$ cat src/rtl/hd44780_cmd_queue_pkg.sv
// ---------------------------------------------------------------------------
// hd44780_cmd_queue_pkg
//   Shared types and constants for the HD44780 command queue.
//   This file also provides the hd44780 build/sim timing defaults. Each one
//   can be overridden by a `define set earlier in the build:
//     H4_DELAY_53US   : post-byte settle ticks (53 us at 50 MHz)
//     H4_DELAY_1P52MS : post clear/home settle ticks (1.52 ms at 50 MHz)
//     H4_TIMER_BITS   : width of the settle-delay counter
//   Contents of the package:
//     h4_entry_t      : one queued byte {rs, data}
//     WBUSY_TIMEOUT   : cycles to wait for the sender's busy flag
//     is_long_cmd()   : true for clear/home commands that need the long delay
// ---------------------------------------------------------------------------
`ifndef H4_DELAY_53US
`define H4_DELAY_53US 2650
`endif
`ifndef H4_DELAY_1P52MS
`define H4_DELAY_1P52MS 76000
`endif
`ifndef H4_TIMER_BITS
`define H4_TIMER_BITS 17
`endif

package hd44780_cmd_queue_pkg;

    typedef struct packed {
        logic       rs;
        logic [7:0] data;
    } h4_entry_t;

    localparam int WBUSY_TIMEOUT = 4;

    // Clear display (0x01) and return home (0x02/0x03) are the only
    // commands with the multi-millisecond execution time.
    function automatic logic is_long_cmd(input h4_entry_t e);
        return !e.rs && ((e.data[7:1] == 7'b0000000) || (e.data[7:1] == 7'b0000001));
    endfunction

endpackage

$ cat src/rtl/hd44780_cmd_fifo.sv
// ---------------------------------------------------------------------------
// hd44780_cmd_fifo
//   Circular FIFO of {rs, data} entries. DEPTH must be a power of 2. With
//   that, the pointers wrap modulo DEPTH through their natural overflow.
//   Ports:
//     clk, rst_n  : clock, asynchronous active-low reset
//     push        : write request. It is ignored while full.
//     push_entry  : entry to write
//     pop         : read request. It is ignored while empty.
//     head        : entry at the read pointer (combinational)
//     full, empty : occupancy flags
//     count       : occupancy, 0..DEPTH
// ---------------------------------------------------------------------------
module hd44780_cmd_fifo
    import hd44780_cmd_queue_pkg::*;
#(
    parameter int DEPTH = 16
) (
    input  logic                   clk,
    input  logic                   rst_n,
    input  logic                   push,
    input  h4_entry_t              push_entry,
    input  logic                   pop,
    output h4_entry_t              head,
    output logic                   full,
    output logic                   empty,
    output logic [$clog2(DEPTH):0] count
);
    localparam int AW = $clog2(DEPTH);
    localparam logic [AW:0] FULL_COUNT = (AW + 1)'(DEPTH);

    h4_entry_t     mem [DEPTH];
    logic [AW-1:0] wr_ptr;
    logic [AW-1:0] rd_ptr;
    logic          push_ok;
    logic          pop_ok;

    assign full    = (count == FULL_COUNT);
    assign empty   = (count == '0);
    assign push_ok = push && !full;
    assign pop_ok  = pop && !empty;
    assign head    = mem[rd_ptr];

    // The storage array has no reset. Only the pointers and the count
    // define which entries are valid.
    always_ff @(posedge clk) begin
        if (push_ok) begin
            mem[wr_ptr] <= push_entry;
        end
    end

    always_ff @(posedge clk or negedge rst_n) begin
        if (!rst_n) begin
            wr_ptr <= '0;
            rd_ptr <= '0;
            count  <= '0;
        end else begin
            if (push_ok) begin
                wr_ptr <= wr_ptr + AW'(1);
            end
            if (pop_ok) begin
                rd_ptr <= rd_ptr + AW'(1);
            end
            // A simultaneous push and pop leaves the count unchanged.
            case ({push_ok, pop_ok})
                2'b10:   count <= count + (AW + 1)'(1);
                2'b01:   count <= count - (AW + 1)'(1);
                default: count <= count;
            endcase
        end
    end

endmodule

$ cat src/rtl/hd44780_cmd_queue.sv
// ---------------------------------------------------------------------------
// hd44780_cmd_queue
//   Buffers HD44780 bytes and sends them one at a time to a byte sender.
//   After each byte the queue waits out the LCD execution time. Clear and
//   home commands get the long delay. Every other byte gets the short delay.
//   Handshake with the byte sender: o_stb is a one-cycle pulse. o_rs and
//   o_data are valid from that pulse until the sender has raised and then
//   dropped i_bs_busy. If busy never rises within WBUSY_TIMEOUT cycles, the
//   byte counts as sent and the sequencer does not stall.
//   Ports:
//     CLK_I, RST_I         : clock, asynchronous active-low reset
//     i_wr, i_rs, i_data   : push request and the byte to queue
//     o_full, o_empty      : FIFO flags
//     o_count              : FIFO occupancy
//     o_stb, o_rs, o_data  : byte to the sender (registered)
//     i_bs_busy            : byte sender busy
//     o_busy               : queue non-empty or sequencer active
//     o_dbg_state          : current sequencer state encoding
// ---------------------------------------------------------------------------
module hd44780_cmd_queue
    import hd44780_cmd_queue_pkg::*;
#(
    parameter int DEPTH      = 16,
    parameter int DLY_SHORT  = `H4_DELAY_53US,
    parameter int DLY_LONG   = `H4_DELAY_1P52MS,
    parameter int TIMER_BITS = `H4_TIMER_BITS
) (
    input  logic                   CLK_I,
    input  logic                   RST_I,
    input  logic                   i_wr,
    input  logic                   i_rs,
    input  logic [7:0]             i_data,
    output logic                   o_full,
    output logic                   o_empty,
    output logic [$clog2(DEPTH):0] o_count,
    output logic                   o_stb,
    output logic                   o_rs,
    output logic [7:0]             o_data,
    input  logic                   i_bs_busy,
    output logic                   o_busy,
    output logic [2:0]             o_dbg_state
);
    localparam logic [2:0] ST_IDLE  = 3'd0;
    localparam logic [2:0] ST_POP   = 3'd1;
    localparam logic [2:0] ST_STB   = 3'd2;
    localparam logic [2:0] ST_WBUSY = 3'd3;
    localparam logic [2:0] ST_WDONE = 3'd4;
    localparam logic [2:0] ST_DELAY = 3'd5;

    typedef enum logic [2:0] {
        IDLE  = ST_IDLE,
        POP   = ST_POP,
        STB   = ST_STB,
        WBUSY = ST_WBUSY,
        WDONE = ST_WDONE,
        DELAY = ST_DELAY
    } state_t;

    localparam int WB_BITS = $clog2(WBUSY_TIMEOUT);

    state_t                 state;
    logic [TIMER_BITS-1:0]  dly_cnt;
    logic [WB_BITS-1:0]     wb_cnt;
    h4_entry_t              head;
    h4_entry_t              push_entry;
    logic                   pop;

    assign push_entry = '{rs: i_rs, data: i_data};
    assign pop        = (state == POP);

    hd44780_cmd_fifo #(
        .DEPTH (DEPTH)
    ) u_fifo (
        .clk        (CLK_I),
        .rst_n      (RST_I),
        .push       (i_wr),
        .push_entry (push_entry),
        .pop        (pop),
        .head       (head),
        .full       (o_full),
        .empty      (o_empty),
        .count      (o_count)
    );

    assign o_busy      = !o_empty || (state != IDLE);
    assign o_dbg_state = state;

    always_ff @(posedge CLK_I or negedge RST_I) begin
        if (!RST_I) begin
            state   <= IDLE;
            dly_cnt <= '0;
            wb_cnt  <= '0;
            o_stb   <= 1'b0;
            o_rs    <= 1'b0;
            o_data  <= '0;
        end else begin
            // o_stb is registered. It is high only during the cycle spent in STB.
            o_stb <= 1'b0;
            case (state)
                IDLE: begin
                    if (!o_empty && !i_bs_busy) begin
                        state <= POP;
                    end
                end
                POP: begin
                    o_rs   <= head.rs;
                    o_data <= head.data;
                    o_stb  <= 1'b1;
                    state  <= STB;
                end
                STB: begin
                    wb_cnt <= '0;
                    state  <= WBUSY;
                end
                WBUSY: begin
                    // Leave on the sender's busy flag, or after the timeout
                    // if the handshake never arrives.
                    if (i_bs_busy || (wb_cnt == WB_BITS'(WBUSY_TIMEOUT - 1))) begin
                        state <= WDONE;
                    end else begin
                        wb_cnt <= wb_cnt + WB_BITS'(1);
                    end
                end
                WDONE: begin
                    if (!i_bs_busy) begin
                        dly_cnt <= is_long_cmd('{rs: o_rs, data: o_data})
                                   ? TIMER_BITS'(DLY_LONG) : TIMER_BITS'(DLY_SHORT);
                        state   <= DELAY;
                    end
                end
                DELAY: begin
                    if (dly_cnt == '0) begin
                        state <= IDLE;
                    end else begin
                        dly_cnt <= dly_cnt - TIMER_BITS'(1);
                    end
                end
                default: state <= IDLE;
            endcase
        end
    end

endmodule

$ cat config.mk
export PLATFORM = sky130hd
export DESIGN_NAME = hd44780_cmd_queue
export DESIGN_NICKNAME = d
export VERILOG_FILES = /design/src/rtl/hd44780_cmd_queue_pkg.sv /design/src/rtl/hd44780_cmd_fifo.sv /design/src/rtl/hd44780_cmd_queue.sv
export SDC_FILE = /design/constraint.sdc
export NUM_CORES = 1
export LEC_CHECK = 0
export CAP_MARGIN = 10
export CORE_ASPECT_RATIO = 0.7
export CORE_UTILIZATION = 54
export CTS_BUF_LIST = sky130_fd_sc_hd__clkbuf_8 sky130_fd_sc_hd__clkbuf_16
export DETAILED_ROUTE_END_ITERATION = 8
export GPL_TIMING_DRIVEN = 1
export MAX_ROUTING_LAYER = met4
export PLACE_DENSITY = 0.75
export SLEW_MARGIN = 20
export SYNTH_ARGS = -nofsm -noshare
export SYNTH_HDL_FRONTEND = slang
export SYNTH_SLANG_ARGS = --single-unit
$ cat constraint.sdc
create_clock -name CLK_I -period 2.67 [get_ports CLK_I]
set_clock_uncertainty 0.15 [all_clocks]
set_input_delay 0.267 -clock CLK_I [delete_from_list [all_inputs] [get_ports CLK_I]]
set_output_delay 0.267 -clock CLK_I [all_outputs]
set_load 0.03 [all_outputs]
After elaboration in Yosys (flattened, before gate mapping)
Memories as Yosys holds them, arrays and structs flattened. A register that Yosys moved wholly into a read port is not among the register bits.
Index checks and enable logic that the tools add are counted.
{"block": "op_classes", "bitwise_logic": 0, "shifts": 0, "multipliers": 0, "div": 0, "n_eq_ne": 16, "reduce_logical": 23, "addsub": 6, "muxes": 15, "n_lt_le_gt_ge": 0}
{"operator": "2-to-1 mux 17 bit", "n": 3}
{"operator": "case mux 17 bit (2 select lines)", "n": 1}
{"operator": "case mux 3 bit (6 select lines)", "n": 1}
{"operator": "logical NOT 17 bit", "n": 1}
{"operator": "subtractor 17 x 1 -> 17 bit, second input constant", "n": 1}
{"operator": "2-to-1 mux 3 bit", "n": 4}
{"operator": "inequality test 2 bit, second input constant", "n": 6}
{"operator": "case mux 5 bit (2 select lines)", "n": 1}
{"operator": "adder 4 x 1 -> 4 bit, second input constant", "n": 2}
{"operator": "equality test 7 x 1 -> 1 bit, second input constant", "n": 1}
{"operator": "logical NOT 7 bit", "n": 1}
{"operator": "equality test 3 x 2 -> 1 bit, second input constant", "n": 2}
{"operator": "equality test 3 bit, second input constant", "n": 2}
{"operator": "nonzero test 2 bit", "n": 3}
{"operator": "adder 5 x 1 -> 5 bit, second input constant", "n": 1}
{"operator": "equality test 5 bit, second input constant", "n": 1}
{"operator": "logical NOT 1 bit", "n": 5}
{"operator": "logical NOT 5 bit", "n": 1}
{"operator": "subtractor 5 x 1 -> 5 bit, second input constant", "n": 1}
{"operator": "equality test 2 bit, second input constant", "n": 2}
{"operator": "logical AND 1 bit", "n": 4}
{"operator": "case mux 2 bit (2 select lines)", "n": 1}
{"operator": "AND reduction 4 bit", "n": 1}
{"operator": "equality test 3 x 1 -> 1 bit, second input constant", "n": 1}
{"operator": "9 further kinds", "n": 13}
{"block": "word_totals", "latch_bits": 0, "input_bits": 13, "ram_bits": 144, "regBits": 36, "romBits": 0, "out_inout_bits": 21, "memories": 1, "word_cells": 68}
{"memory": "u_fifo.mem", "words": 16, "width": 9, "read_ports": 1, "rd_clocked_by_memory_dff": 1, "wr": 1, "line": "hd44780_cmd_fifo.sv:32", "source": "h4_entry_t mem [DEPTH];"}

Depth between registers and ports, before layout
Gate-level depths: netlist of run 1.
{"block": "depth", "ltp_word": 6, "ltp_mapped": 13, "depth_no_buf": 12}

By module
From an unflattened synthesis of run 1, not the netlist that was laid out.
{"block": "unflattened", "cells_unflattened": 532, "hier_area_um2": 8135.3}
{"module": "hd44780_cmd_fifo", "cells_each": 361, "seq_area_each_um2": 4649.5, "area_per_inst_um2": 6416.2, "n_inst": 1}
{"module": "hd44780_cmd_queue", "cells_each": 171, "seq_area_each_um2": 800.8, "area_per_inst_um2": 1719.1, "n_inst": 1}

Worst setup path before layout of run 1
No wires, ideal clock.
{"block": "synth_timing", "path_kind": "register to register", "from": "reg u_fifo.count[1]", "to": "reg u_fifo.count[4]", "t_arrival_ns": 3.249, "path_buffers": 0, "slack_ns": -0.863, "path_stages_with_launch": 11, "cell_sequence": "dfrtp_1 > nor4_1 > nor2b_1 > nor2_1 > ha_1 > ha_1 > nor2b_1 > o21ai_0 > a21oi_1 > or3b_2 > xnor2_1"}
{"block": "synth_between", "elab_chain_cells": 5}
{"element": "start: declaration", "line": "hd44780_cmd_fifo.sv:27", "source": "output logic [$clog2(DEPTH):0] count"}
{"element": "start signal: assignment", "line": "hd44780_cmd_fifo.sv:66", "source": "2'b10: count <= count + (AW + 1)'(1);"}
{"element": "start signal: assignment", "line": "hd44780_cmd_fifo.sv:67", "source": "2'b01: count <= count - (AW + 1)'(1);"}
{"element": "start signal: assignment", "line": "hd44780_cmd_fifo.sv:68", "source": "default: count <= count;"}
{"element": "logical NOT 5 bit (*)", "line": "hd44780_cmd_fifo.sv:39", "source": "assign empty = (count == '0);"}
{"element": "via o_empty", "line": "hd44780_cmd_queue.sv:34", "source": "output logic o_empty,"}
{"element": "logical NOT 1 bit (*)", "line": "hd44780_cmd_fifo.sv:41", "source": "assign pop_ok = pop && !empty;"}
{"element": "logical AND 1 bit (*)", "line": "hd44780_cmd_fifo.sv:41"}
{"element": "via u_fifo.pop_ok", "line": "hd44780_cmd_fifo.sv:36", "source": "logic pop_ok;"}
{"element": "equality test 2 x 1 -> 1 bit / equality test 2 bit (equally long branches)", "line": "hd44780_cmd_fifo.sv:65", "source": "case ({push_ok, pop_ok})"}
{"element": "case mux 5 bit (2 select lines) / nonzero test 2 bit (equally long branches)"}
Mark *: on every way through the listed nets, which the timed path passes. The rest lies on a longest branch.
A chain may end at the register's enable or synchronous reset.

Final worst setup path of run 1
{"block": "layout_timing", "from": "reg u_fifo.count[1]", "to": "reg u_fifo.count[4]"}
{"block": "layout_between", "elab_chain_cells": 5}
{"element": "equality test 5 bit / logical NOT 5 bit (equally long branches)", "line": "hd44780_cmd_fifo.sv:38, hd44780_cmd_fifo.sv:39"}
{"element": "logical NOT 1 bit (on tied branches)", "line": "hd44780_cmd_fifo.sv:40, hd44780_cmd_fifo.sv:41"}
{"element": "logical AND 1 bit (on tied branches)", "line": "hd44780_cmd_fifo.sv:40, hd44780_cmd_fifo.sv:41"}
{"element": "equality test 2 x 1 -> 1 bit / equality test 2 bit (equally long branches)", "line": "hd44780_cmd_fifo.sv:65"}
{"element": "case mux 5 bit (2 select lines) / nonzero test 2 bit (equally long branches)"}
Parallel ways exist; a longest one is shown, timed or not.

==> impl_metrics.tcl, run 1 <==
set metrics [dict create \
    non_filler_cell_area_final_mm2 0.00933 \
    drv_slew 0 \
    syn-cell-area_mm2 0.00792 \
    synth-seq-cells 189 \
    vias_in_the_first_global_route 4462 \
    synth_area_per_cell_um2 15.9 \
    row_count 36 \
    yosysSeqAreaShare_pct 68.8 \
    die-area_mm2 0.0152 \
    crit_end "u_fifo.count[4]$_DFFE_PN0P_" \
    grt_antenna_before_repair 1 \
    detail-route-antenna-nets 0 \
    layout.cells.non_filler 770 \
    final_hold_viol_count 0 \
    gr-usage-all-layers_pct 23.9 \
    outcome "completed" \
    core-area_mm2 0.0141 \
    drv_cap 0 \
    setup.worst_path.start_class "register" \
    design.final.nets 592 \
    number_of_instances_in_the_synthesized_netlist 498 \
    maximum_number_of_pins_on_one_net_before_global_route_repair 43 \
    overall_die_height_um 103 \
    remaining_drc_errors 0 \
    routed_wire_length_per_instance_um 21.2 \
    critical_path.max_stage_delay_ps 440 \
    clkLatencyLatePin_ps 430 \
    pwr_density_cell_mw_per_mm2 1080 \
    global_route.overflow_total 0 \
    crit_required_ps 2830 \
    place.gp.congestion 0.924 \
    top_layer_used "met4" \
    cell_type_of_the_slowest_stage_on_the_worst_timing_path "sky130_fd_sc_hd__dfrtp_2" \
    r2r.worst_path.cells 12 \
    post_synth_num_cell_types 52 \
    critPathTopFamily "simple AND/OR/NAND/NOR gates" \
    met3_length_um 1260 \
    cts_inserted_buffers 17 \
    placed_cell_area_mm2 0.00872 \
    port_buffers 33 \
    detail_route.vias_per_cell 5.95 \
    finish.utilization_pct 66.2 \
    hold_path_class "input port to async pin" \
    clkSlewWorstSetupHoldPaths_ps 70 \
    synth_nets 524 \
    power.static_leakage_nw 3.25 \
    setup.worst_path.class "register to register" \
    drive_above_1_share_pct 23.7 \
    relSlewSlack_pct 39.3 \
    timing.critical_path.arrival_ps 2810 \
    root_buffer "sky130_fd_sc_hd__clkbuf_16" \
    total_length_of_routed_wires_um 16300 \
    die_width_um 147 \
    crit_path_max_fanout 4 \
    post_synth_edffs 144 \
    reg2reg_setup_slack_ps 20 \
    floorplan.initialDensity_pct 56.2 \
    r2r-start "u_fifo.count[1]$_DFFE_PN0P_" \
    syn2layout_area_growth_pct 17.9 \
    boundaryPins 34 \
    num_vias 4580 \
    most_frequent_cells_in_the_layout "144 x sky130_fd_sc_hd__edfxtp_1, 41 x sky130_fd_sc_hd__dfrtp_1, 37 x sky130_fd_sc_hd__buf_4" \
    holdWs_ps 224 \
    cts-htree-levels 4 \
    synth_async_sr_flop_share_pct 23.8 \
    worst_path_most_repeated_cell "sky130_fd_sc_hd__inv_2" \
    firstDrtPassIters 5 \
    critPathLaunch "u_fifo.count[1]$_DFFE_PN0P_" \
    crit_chain "nor4_4, nand2_1, and2_4, inv_2, ha_4, inv_2, fa_2, nor2b_1, o21ai_1, nand3_1, or3b_4, xnor2_1" \
    timing.critical_path.to_type "register" \
    irDropWorstVdd_mv 0.512 \
    most_common_cell_after_layout_fill_and_taps_aside "sky130_fd_sc_hd__edfxtp_1" \
    number_of_buffer_and_inverter_stages_on_the_critical_path 2 \
    dp_hpwl_um 10800 \
    clock.fmax_mhz 377 \
    m1WireLength_um 7260 \
    clock_tree.buffer_depth 2 \
    regToRegEndpoint "u_fifo.count[4]$_DFFE_PN0P_" \
    path_depth 12 \
    clock-sinks 189 \
    period_minus_slack_ps 2650 \
    tritoncts_clock_tree "done" \
    report.final.setup_viol 0 \
    grt_first_pass_wirelength_um 25200 \
    unrepaired_setup_endpoints_after_global_routing "yes" \
    drt_first_iter_violations 443 \
    tightestPinTransition_ps 911 \
    placed_cells_incl_taps 733 \
    detailroute.wirelength.met2_um 7630 \
    yosys_warns 0 \
    timing.setup.tns_ps 0 \
    part_of_the_cycle_the_worst_path_needs_pct 99.3 \
    postSynth.topFlopCell "sky130_fd_sc_hd__edfxtp_1" \
]
==> synth_stat cells, types with 2 or more instances <==
cell                          n  share of area (%)
sky130_fd_sc_hd__a21oi_1      5               0.32
sky130_fd_sc_hd__buf_1        2              0.095
sky130_fd_sc_hd__or3_1        2               0.16
sky130_fd_sc_hd__nand3_1      9               0.57
sky130_fd_sc_hd__a31oi_1      3               0.24
sky130_fd_sc_hd__nor3_1      13               0.82
sky130_fd_sc_hd__mux2i_1      7               0.88
sky130_fd_sc_hd__dfrtp_1     45                 14
sky130_fd_sc_hd__a2111oi_0    2               0.22
sky130_fd_sc_hd__o2bb2ai_1    2               0.22
sky130_fd_sc_hd__and2_1       2               0.16
sky130_fd_sc_hd__o211ai_1     3               0.28
sky130_fd_sc_hd__inv_1       14               0.66
sky130_fd_sc_hd__xor2_1       4               0.44
sky130_fd_sc_hd__buf_2        5               0.32
sky130_fd_sc_hd__and3_1       2               0.16
sky130_fd_sc_hd__nand2_1     21                1.0
sky130_fd_sc_hd__nand4_1      6               0.47
sky130_fd_sc_hd__ha_1        12                1.9
sky130_fd_sc_hd__or2_2        2               0.16
sky130_fd_sc_hd__mux2_2       9                1.3
sky130_fd_sc_hd__nand2b_1     2               0.16
sky130_fd_sc_hd__nor2_1      34                1.6
sky130_fd_sc_hd__or4_4        3               0.43
sky130_fd_sc_hd__a211o_1      2               0.22
sky130_fd_sc_hd__a211oi_1     5               0.47
sky130_fd_sc_hd__nor4_1       9               0.71
sky130_fd_sc_hd__a22oi_1      8               0.76
sky130_fd_sc_hd__a22o_1       2               0.22
sky130_fd_sc_hd__nand3b_1     4               0.38
sky130_fd_sc_hd__edfxtp_1   144                 55
sky130_fd_sc_hd__mux4_2      33                9.4
sky130_fd_sc_hd__nor2b_1     12               0.95
sky130_fd_sc_hd__xnor2_1     11                1.2
sky130_fd_sc_hd__o31ai_1      2               0.19
sky130_fd_sc_hd__clkbuf_1    15               0.71
sky130_fd_sc_hd__o21ai_0     27                1.7
==> how the worst min path moves through the flow <==
stage | startpoint | end | depth (start not counted)
3_5_place_dp | RST_I | dly_cnt[8]$_DFFE_PN0P_ | 1
5_1_grt | RST_I | dly_cnt[8]$_DFFE_PN0P_ | 2
2_1_floorplan | RST_I | dly_cnt[0]$_DFFE_PN0P_ | 0
4_1_cts | RST_I | dly_cnt[8]$_DFFE_PN0P_ | 2
6_report | RST_I | dly_cnt[9]$_DFFE_PN0P_ | 2
3_3_place_gp | RST_I | dly_cnt[8]$_DFFE_PN0P_ | 1
==> what timing repair did <==
item	CTS	global route
endpoints found under the hold margin	24	0
endpoints found under the setup margin	1	5
pin swaps	0	2
hold buffers	1	0
setup buffers	1	2
gates resized for setup	1	5
==> layer usage <==
layer | track usage [%] | vias up
met5 | - | -
met4 | 6.73 | 0
met3 | 6.36 | 16
met2 | 35.3 | 180
met1 | 33.2 | 2307
li1 | - | 2077
==> sequential cells by signal (all words and copies together), names as in the netlist <==
register       cells
u_fifo.rd_ptr      4
o_rs               1
dly_cnt           17
u_fifo.wr_ptr      4
o_dbg_state        3
u_fifo.count       5
o_stb              1
u_fifo.mem       144
wb_cnt             2
o_data             8
==> stage by stage <==
stage,setup WS [ps],total power [mW]
2_1_floorplan,-143,6.52
6_report,18.7,10.1
4_1_cts,0.553,10.1
3_3_place_gp,29.5,7.61
5_1_grt,-126,10.6
3_5_place_dp,9.50,7.72
==> cells by family (layout without fill, tap and decap cells) <==
family	after synthesis	in the layout	synth area share, %
DFF	189	189	68.8
adders and majority gates	13	13	2.15
other	0	1	0
muxes	49	49	11.6
AOI/OAI and AO/OA	66	66	5.40
buffers and inverters	37	118	1.85
xor gates and xnor gates	15	15	1.66
and+or+nand+nor	129	129	8.56
==> power breakdown <==
part | total (mW) | switching, mW | internal [mW]
clock | 2.35 | 1.13 | 1.22
sequential | 4.30 | 0.581 | 3.72
combinational | 3.44 | 1.76 | 1.68
total | 10.1 | 3.47 | 6.62
==> final cells by class <==
cell class	count	area [µm²]
flip-flops and latches	189	5460
fillers	955	4760
multi-input cells	272	2400
repair buffers	72	633
clock buffers	17	425
well taps	190	238
clock inverters	15	130
inverters	14	52.6
diodes	1	2.50
(Power assumes the default switching activity.)
==> run 2: changes to the inputs <==
--- a/config.mk
+++ b/config.mk
@@ -7,12 +7,11 @@
 export LEC_CHECK = 0
 export CAP_MARGIN = 10
 export CORE_ASPECT_RATIO = 0.7
-export CORE_UTILIZATION = 54
+export CORE_UTILIZATION = 35
 export CTS_BUF_LIST = sky130_fd_sc_hd__clkbuf_8 sky130_fd_sc_hd__clkbuf_16
 export DETAILED_ROUTE_END_ITERATION = 8
 export GPL_TIMING_DRIVEN = 1
 export MAX_ROUTING_LAYER = met4
-export PLACE_DENSITY = 0.75
 export SLEW_MARGIN = 20
 export SYNTH_ARGS = -nofsm -noshare
 export SYNTH_HDL_FRONTEND = slang
==> constraint.sdc (replaced) <==
create_clock -name CLK_I -period 3.3 [get_ports CLK_I]
set_clock_uncertainty 0.15 [all_clocks]
set_input_delay 0.33 -clock CLK_I [delete_from_list [all_inputs] [get_ports CLK_I]]
set_output_delay 0.33 -clock CLK_I [all_outputs]
set_load 0.03 [all_outputs]
==> run 2 against run 1 <==
- sequential power down 19%
- combinational power down 22%
- clock-buffer cell count unchanged
- first-iteration DRC count down 24%
- hold slack better by 120 ps
- power down 18%
- sequential cell count unchanged
- fmax down 14%
- clock power down 11%
- worst setup slack better by 190 ps
- largest power group unchanged
- highest routed layer unchanged
==> impl_metrics.tcl, run 2 (same netlist as run 1, synthesis figures left out) <==
set metrics [dict create \
    outcome "completed" \
    boundaryPins 34 \
    grt_antenna_before_repair 0 \
    cts_inserted_buffers 17 \
    number_of_buffer_and_inverter_stages_on_the_critical_path 2 \
    row_count 45 \
    tightestPinTransition_ps 1080 \
    part_of_the_cycle_the_worst_path_needs_pct 93.8 \
    hold_path_class "register to register" \
    pwr_density_cell_mw_per_mm2 882 \
    pre_cts_slack_ps 146 \
    registers_with_the_highest_flip_flop_counts "u_fifo.mem x144, dly_cnt x17, o_data x8" \
    maximum_number_of_pins_on_one_net_before_global_route_repair 43 \
    tritoncts_clock_tree "done" \
    clock-sinks 189 \
    num_vias 4533 \
    power.static_leakage_nw 3.24 \
    worst_setup_slack_after_layout_ps 206 \
    firstDrtPassIters 4 \
    root_buffer "sky130_fd_sc_hd__clkbuf_16" \
    port_buffers 33 \
    die-area_mm2 0.0232 \
    critical_path.max_stage_delay_ps 460 \
    largest_register_ff_count 144 \
    overall_die_height_um 128 \
    setup.worst_path.start_class "register" \
    detail_route.vias_per_cell 5.32 \
    drt_first_iter_violations 337 \
    drive_above_1_share_pct 20.2 \
    irDropWorstVdd_mv 0.408 \
    grt_first_pass_wirelength_um 26600 \
    post_cts_buffers 0 \
    clkSlewWorstSetupHoldPaths_ps 70 \
    cell_type_of_the_slowest_stage_on_the_worst_timing_path "sky130_fd_sc_hd__or3b_2" \
    drv_slew 0 \
    clock_tree.buffer_depth 2 \
    syn2layout_area_growth_pct 18.2 \
    timing.critical_path.arrival_ps 3260 \
    worst_path_most_repeated_cell "sky130_fd_sc_hd__inv_1" \
    global_route.overflow_total 0 \
    most_frequent_cells_in_the_layout "144 x sky130_fd_sc_hd__edfxtp_1, 44 x sky130_fd_sc_hd__dfrtp_1, 33 x sky130_fd_sc_hd__nor2_1, 33 x sky130_fd_sc_hd__mux4_2, 32 x sky130_fd_sc_hd__clkdlybuf4s50_1" \
    remaining_drc_errors 0 \
    dp_hpwl_um 11500 \
    floorplan.initialDensity_pct 36.1 \
    detail-route-antenna-nets 0 \
    period_minus_slack_ps 3090 \
    clock.fmax_mhz 323 \
    gr-usage-all-layers_pct 16.2 \
    critPathTopFamily "simple AND/OR/NAND/NOR gates" \
    crit_path_max_fanout 5 \
    routed_wire_length_per_instance_um 20.2 \
    registers.top_by_ff_count "u_fifo.mem" \
    timing.critical_path.to_type "register" \
    report.final.setup_viol 0 \
    relSlewSlack_pct 27.9 \
    vias_in_the_first_global_route 4491 \
    total_length_of_routed_wires_um 17200 \
    most_common_cell_after_layout_fill_and_taps_aside "sky130_fd_sc_hd__edfxtp_1" \
    core-area_mm2 0.0220 \
    place.gp.congestion 0.873 \
    finish.utilization_pct 42.6 \
    design.final.nets 583 \
    cts-htree-levels 4 \
    drv_cap 0 \
    setup.worst_path.class "register to register" \
    crit_required_ps 3470 \
    final_hold_viol_count 0 \
    crit_chain "nor4_2, nand2_1, and2_1, inv_1, ha_1, inv_1, fa_1, nor2b_1, o21ai_0, nand3_1, or3b_2, xnor2_1" \
    clkLatencyLatePin_ps 440 \
    count_of_antenna_diodes_in_the_layout 0 \
    die_width_um 182 \
]
[run 2: cell count changes in the layout (fill, tap and decap cells not counted), sizes merged]
cell,previous run,this run
buf,39,30
diode,1,0
clkinv,4,5
clkinvlp,4,1
bufinv,0,2
[run 2: through the flow]
stage / total power [mW] / cell area [µm²] / hold WS [ps] / TNS (ps) / instances
after floorplan: 5.21 / 7920 / -116 / 0 / 498
after global placement: 6.13 / 8740 / 270 / 0 / 819
after detailed placement: 6.20 / 8740 / 280 / 0 / 819
after CTS: 8.31 / 9350 / 348 / 0 / 852
after global routing: 8.70 / 9360 / 370 / -0.874 / 852
final: 8.26 / 9360 / 347 / 0 / 852
[run 2: worst paths after layout]
| kind | from | depth (start not counted) | slack [ps] | to |
|---|---|---|---|---|
| worst max register to register | u_fifo.count[1]$_DFFE_PN0P_ | 12 | 210 | u_fifo.count[4]$_DFFE_PN0P_ |
| max in group asynchronous | RST_I | 3 | 1910 | dly_cnt[0]$_DFFE_PN0P_ |
| min in group asynchronous | RST_I | 2 | 370 | o_stb$_DFF_PN0_ |
| worst min-delay path | u_fifo.rd_ptr[3]$_DFFE_PN0P_ | 1 | 350 | u_fifo.rd_ptr[3]$_DFFE_PN0P_ |
| worst min register to register | u_fifo.rd_ptr[3]$_DFFE_PN0P_ | 1 | 350 | u_fifo.rd_ptr[3]$_DFFE_PN0P_ |
| worst max-delay path | u_fifo.count[1]$_DFFE_PN0P_ | 12 | 210 | u_fifo.count[4]$_DFFE_PN0P_ |
[run 2: per-layer routing]
| metal | GRT usage, % | wire length, µm | vias up | part of all wire [%] |
|---|---|---|---|---|
| met3 | 3.38 | 950 | 14 | 5.5 |
| met2 | 23.1 | 7630 | 148 | 44 |
| met4 | 5.58 | 231 | 0 | 1.3 |
| met5 | - | 0 | - | 0 |
| li1 | - | - | 2058 | - |
| met1 | 23.0 | 8360 | 2313 | 49 |
[run 2: cell type report]
cell class,instances,area (µm²)
clock buffers,17,425
clock inverters,15,176
fillers,1934,12600
inverters,14,52.6
multi-input cells,272,2340
flip-flops and latches,189,5450
well taps,282,353
repair buffers,63,566
[run 2: where the power goes]
part | total, mW | switching, mW | internal (mW)
clock | 2.10 | 0.957 | 1.15
sequential | 3.47 | 0.462 | 3.00
combinational | 2.69 | 1.43 | 1.25
total | 8.26 | 2.85 | 5.40
[run 2: repair_timing]
| action | 4_1_cts | 5_1_grt |
|---|---|---|
| hold endpoints to repair | 29 | 0 |
| hold buffers | 1 | 0 |
| setup endpoints to repair | 0 | 1 |
| gates resized for setup | 0 | 3 |
==> run 3: changes to the inputs <==
--- a/config.mk
+++ b/config.mk
@@ -5,6 +5,7 @@
 export SDC_FILE = /design/constraint.sdc
 export NUM_CORES = 1
 export LEC_CHECK = 0
+export ABC_AREA = 1
 export CAP_MARGIN = 10
 export CORE_ASPECT_RATIO = 0.7
 export CORE_UTILIZATION = 35
==> run 3 against run 2 <==
- cell count up 44%
- first-iteration DRC count up 45%
- synthesized area up 7.7%
- clock-buffer cell count unchanged
==> impl_metrics.tcl, run 3 <==
set metrics [dict create \
    clock_power_share_pct 23.1 \
    design.final.nets 919 \
    syn2layout_area_growth_pct 15.6 \
    crit_chain "inv_1, nand4_1, nor2_1, inv_1, clkdlybuf4s50_1" \
    outcome "completed" \
    r2r-start "u_fifo.count[0]$_DFFE_PN0P_" \
    internal_power_mw 5.24 \
    timing.critical_path.arrival_ps 2060 \
    most_frequent_cells_in_the_layout "313 x sky130_fd_sc_hd__nand2_1, 147 x sky130_fd_sc_hd__nand3_1, 144 x sky130_fd_sc_hd__edfxtp_1" \
    place.gp.congestion 0.872 \
    overall_die_height_um 133 \
    count_of_antenna_diodes_in_the_layout 0 \
    drv_cap 0 \
    tightestPinTransition_ps 811 \
    clock_tree.buffer_depth 2 \
    synth-seq-cells 189 \
    clock.fmax_mhz 394 \
    synth_area_per_cell_um2 10.0 \
    unrepaired_setup_endpoints_after_global_routing "no" \
    critPathLaunch "u_fifo.count[0]$_DFFE_PN0P_" \
    yosys_warns 0 \
    yosys.area.top_type "sky130_fd_sc_hd__edfxtp_1" \
    irDropWorstVdd_mv 0.505 \
    grt_first_pass_wirelength_um 32100 \
    setup.worst_path.start_class "register" \
    netSwitchingFraction_pct 40.5 \
    yosysSeqAreaShare_pct 63.9 \
    cts_inserted_buffers 17 \
    drv_slew 0 \
    grt_antenna_before_repair 0 \
    drive_above_1_share_pct 8.73 \
    routed_wire_length_per_instance_um 16.4 \
    detail-route-antenna-nets 0 \
    synth_nets 875 \
    number_of_instances_in_the_synthesized_netlist 849 \
    crit_required_ps 2820 \
    maximum_number_of_pins_on_one_net_before_global_route_repair 75 \
    detail_route.vias_per_cell 4.78 \
    clock-sinks 189 \
    port_buffers 33 \
    worst_path_most_repeated_cell "sky130_fd_sc_hd__inv_1" \
    setup.worst_path.class "register to output port" \
    synth_common_cells "313 x sky130_fd_sc_hd__nand2_1, 147 x sky130_fd_sc_hd__nand3_1, 144 x sky130_fd_sc_hd__edfxtp_1" \
    clkLatencyLatePin_ps 430 \
    pwr_density_cell_mw_per_mm2 893 \
    netSwitchingPower_mw 3.57 \
    number_of_buffer_and_inverter_stages_on_the_critical_path 3 \
    power.static_leakage_nw 4.01 \
    num_vias 5847 \
    post_synth_edffs 144 \
    core-area_mm2 0.0238 \
    total_length_of_routed_wires_um 20000 \
    post_synth_num_cell_types 37 \
    yosys.cell_count.top_type "sky130_fd_sc_hd__nand2_1" \
    relSlewSlack_pct 45.9 \
    final_hold_viol_count 0 \
    total_power_mw 8.81 \
    most_common_cell_after_layout_fill_and_taps_aside "sky130_fd_sc_hd__nand2_1" \
    timing.setup.tns_ps 0 \
    crit_path_max_fanout 4 \
    part_of_the_cycle_the_worst_path_needs_pct 77.0 \
    tritoncts_clock_tree "done" \
    largest_register_ff_count 144 \
    pre_cts_slack_ps 777 \
    die-area_mm2 0.0250 \
    post_cts_buffers 0 \
    floorplan.initialDensity_pct 35.9 \
    share_comb_of_total_power_pct 39.6 \
    synth_area_leaders "sky130_fd_sc_hd__edfxtp_1 51%, sky130_fd_sc_hd__nand2_1 14%, sky130_fd_sc_hd__dfrtp_1 13%" \
    period_minus_slack_ps 2540 \
    dp_hpwl_um 13000 \
    sequentialPowerShare_pct 37.2 \
    holdCritStartpoint "o_data[0]$_DFFE_PN0P_" \
    synth_async_sr_flop_share_pct 23.8 \
    vias_in_the_first_global_route 5546 \
    cts_repair_resize_count 0 \
    registers.top_by_ff_count "u_fifo.mem" \
    critPathTopFamily "buffers and inverters" \
    global_route.overflow_total 0 \
    gr-usage-all-layers_pct 17.4 \
    synth_top_cell_area_share_pct 50.7 \
    cell_type_of_the_slowest_stage_on_the_worst_timing_path "sky130_fd_sc_hd__clkdlybuf4s50_1" \
    row_count 47 \
    root_buffer "sky130_fd_sc_hd__clkbuf_16" \
    registers_with_the_highest_flip_flop_counts "u_fifo.mem x144, dly_cnt x17, o_data x8" \
    hold_path_class "register to register" \
    postSynth.topFlopCell "sky130_fd_sc_hd__edfxtp_1" \
    timing.critical_path.to_type "output port" \
    critical_path.max_stage_delay_ps 590 \
    remaining_drc_errors 0 \
    clkSlewWorstSetupHoldPaths_ps 70 \
    syn-cell-area_mm2 0.00853 \
    drt_first_iter_violations 489 \
    cts-htree-levels 4 \
    boundaryPins 34 \
    report.final.setup_viol 0 \
    worst_setup_slack_after_layout_ps 759 \
    firstDrtPassIters 5 \
    die_width_um 189 \
]
-- run 3: cell count changes after synthesis, moves of 12 or more --
cell	before	now
sky130_fd_sc_hd__nand2_1	21	313
sky130_fd_sc_hd__nand3_1	9	147
sky130_fd_sc_hd__mux4_2	33	0
sky130_fd_sc_hd__inv_1	14	38
sky130_fd_sc_hd__o21ai_0	27	12
sky130_fd_sc_hd__buf_2	5	17
sky130_fd_sc_hd__nor2b_1	12	0
-- run 3: worst paths after layout --
check                      cells after the start  slack (ps)                           to
hold reg to reg                                2         330        o_data[0]$_DFFE_PN0P_
setup / recovery                               5         760                       o_busy
hold / removal                                 2         330        o_data[0]$_DFFE_PN0P_
setup reg to reg                              14         790  u_fifo.count[4]$_DFFE_PN0P_
min in group asynchronous                      2         340      dly_cnt[12]$_DFFE_PN0P_
max in group asynchronous                      3        1950  u_fifo.count[1]$_DFFE_PN0P_
-- run 3: layout make-up --
type | count | area, µm²
inverter | 46 | 175
sequential | 189 | 5450
fill | 2317 | 13900
clock inverter | 14 | 160
clock buffer | 17 | 425
multi-input combinational | 580 | 2720
tap | 318 | 398
timing repair buffer | 59 | 536
-- run 3: routing by layer --
| metal | GRT usage [%] | up-vias | wire length, µm |
|---|---|---|---|
| met5 | - | - | 0 |
| met4 | 3.85 | 0 | 165 |
| li1 | - | 2938 | - |
| met3 | 3.98 | 14 | 1190 |
| met1 | 26.4 | 2734 | 10500 |
| met2 | 23.4 | 161 | 8160 |
-- run 3: repair_timing --
action                                 in CTS  in global routing
hold buffers                                1                  0
endpoints found under the hold margin      32                  0
setup endpoints to repair                   0                  0
-- run 3: power groups by stage --
stage | combinational (mW) | clock (mW) | sequential [mW]
6_report | 3.49 | 2.04 | 3.28
4_1_cts | 3.53 | 2.08 | 3.28
2_1_floorplan | 2.26 | 0 | 3.45
3_3_place_gp | 3.49 | 0 | 3.32
3_5_place_dp | 3.51 | 0 | 3.33
5_1_grt | 3.94 | 2.18 | 3.33
-- run 3: through the flow --
| stage | area (µm²) | hold WS (ps) | cells | util, % |
|---|---|---|---|---|
| after floorplan | 8530 | -116 | 849 | - |
| after global placement | 9270 | 311 | 1191 | 39.0 |
| after detailed placement | 9270 | 302 | 1191 | 39.0 |
| after CTS | 9870 | 336 | 1223 | 41.5 |
| after global routing | 9870 | 383 | 1223 | 41.5 |
| final | 9870 | 331 | 1223 | 41.5 |
-- run 3: worst min-delay path, stage by stage, from the launching register on --
cell and delay, ps:
sky130_fd_sc_hd__dfrtp_1 350, sky130_fd_sc_hd__nand2_1 50, sky130_fd_sc_hd__nand2_1 50
-- run 3: logic make-up (layout without fill, tap and decap cells) --
kind of cell / Yosys count / in the layout / synth area share [%]
AND/OR/NAND/NOR: 532 / 532 / 26.9
flip-flops: 189 / 189 / 63.9
buffers and inverters: 80 / 136 / 4.24
AO/OA/AOI/OAI: 22 / 22 / 1.61
adder cells (fa/ha/maj): 13 / 13 / 1.99
XOR/XNOR: 13 / 13 / 1.33
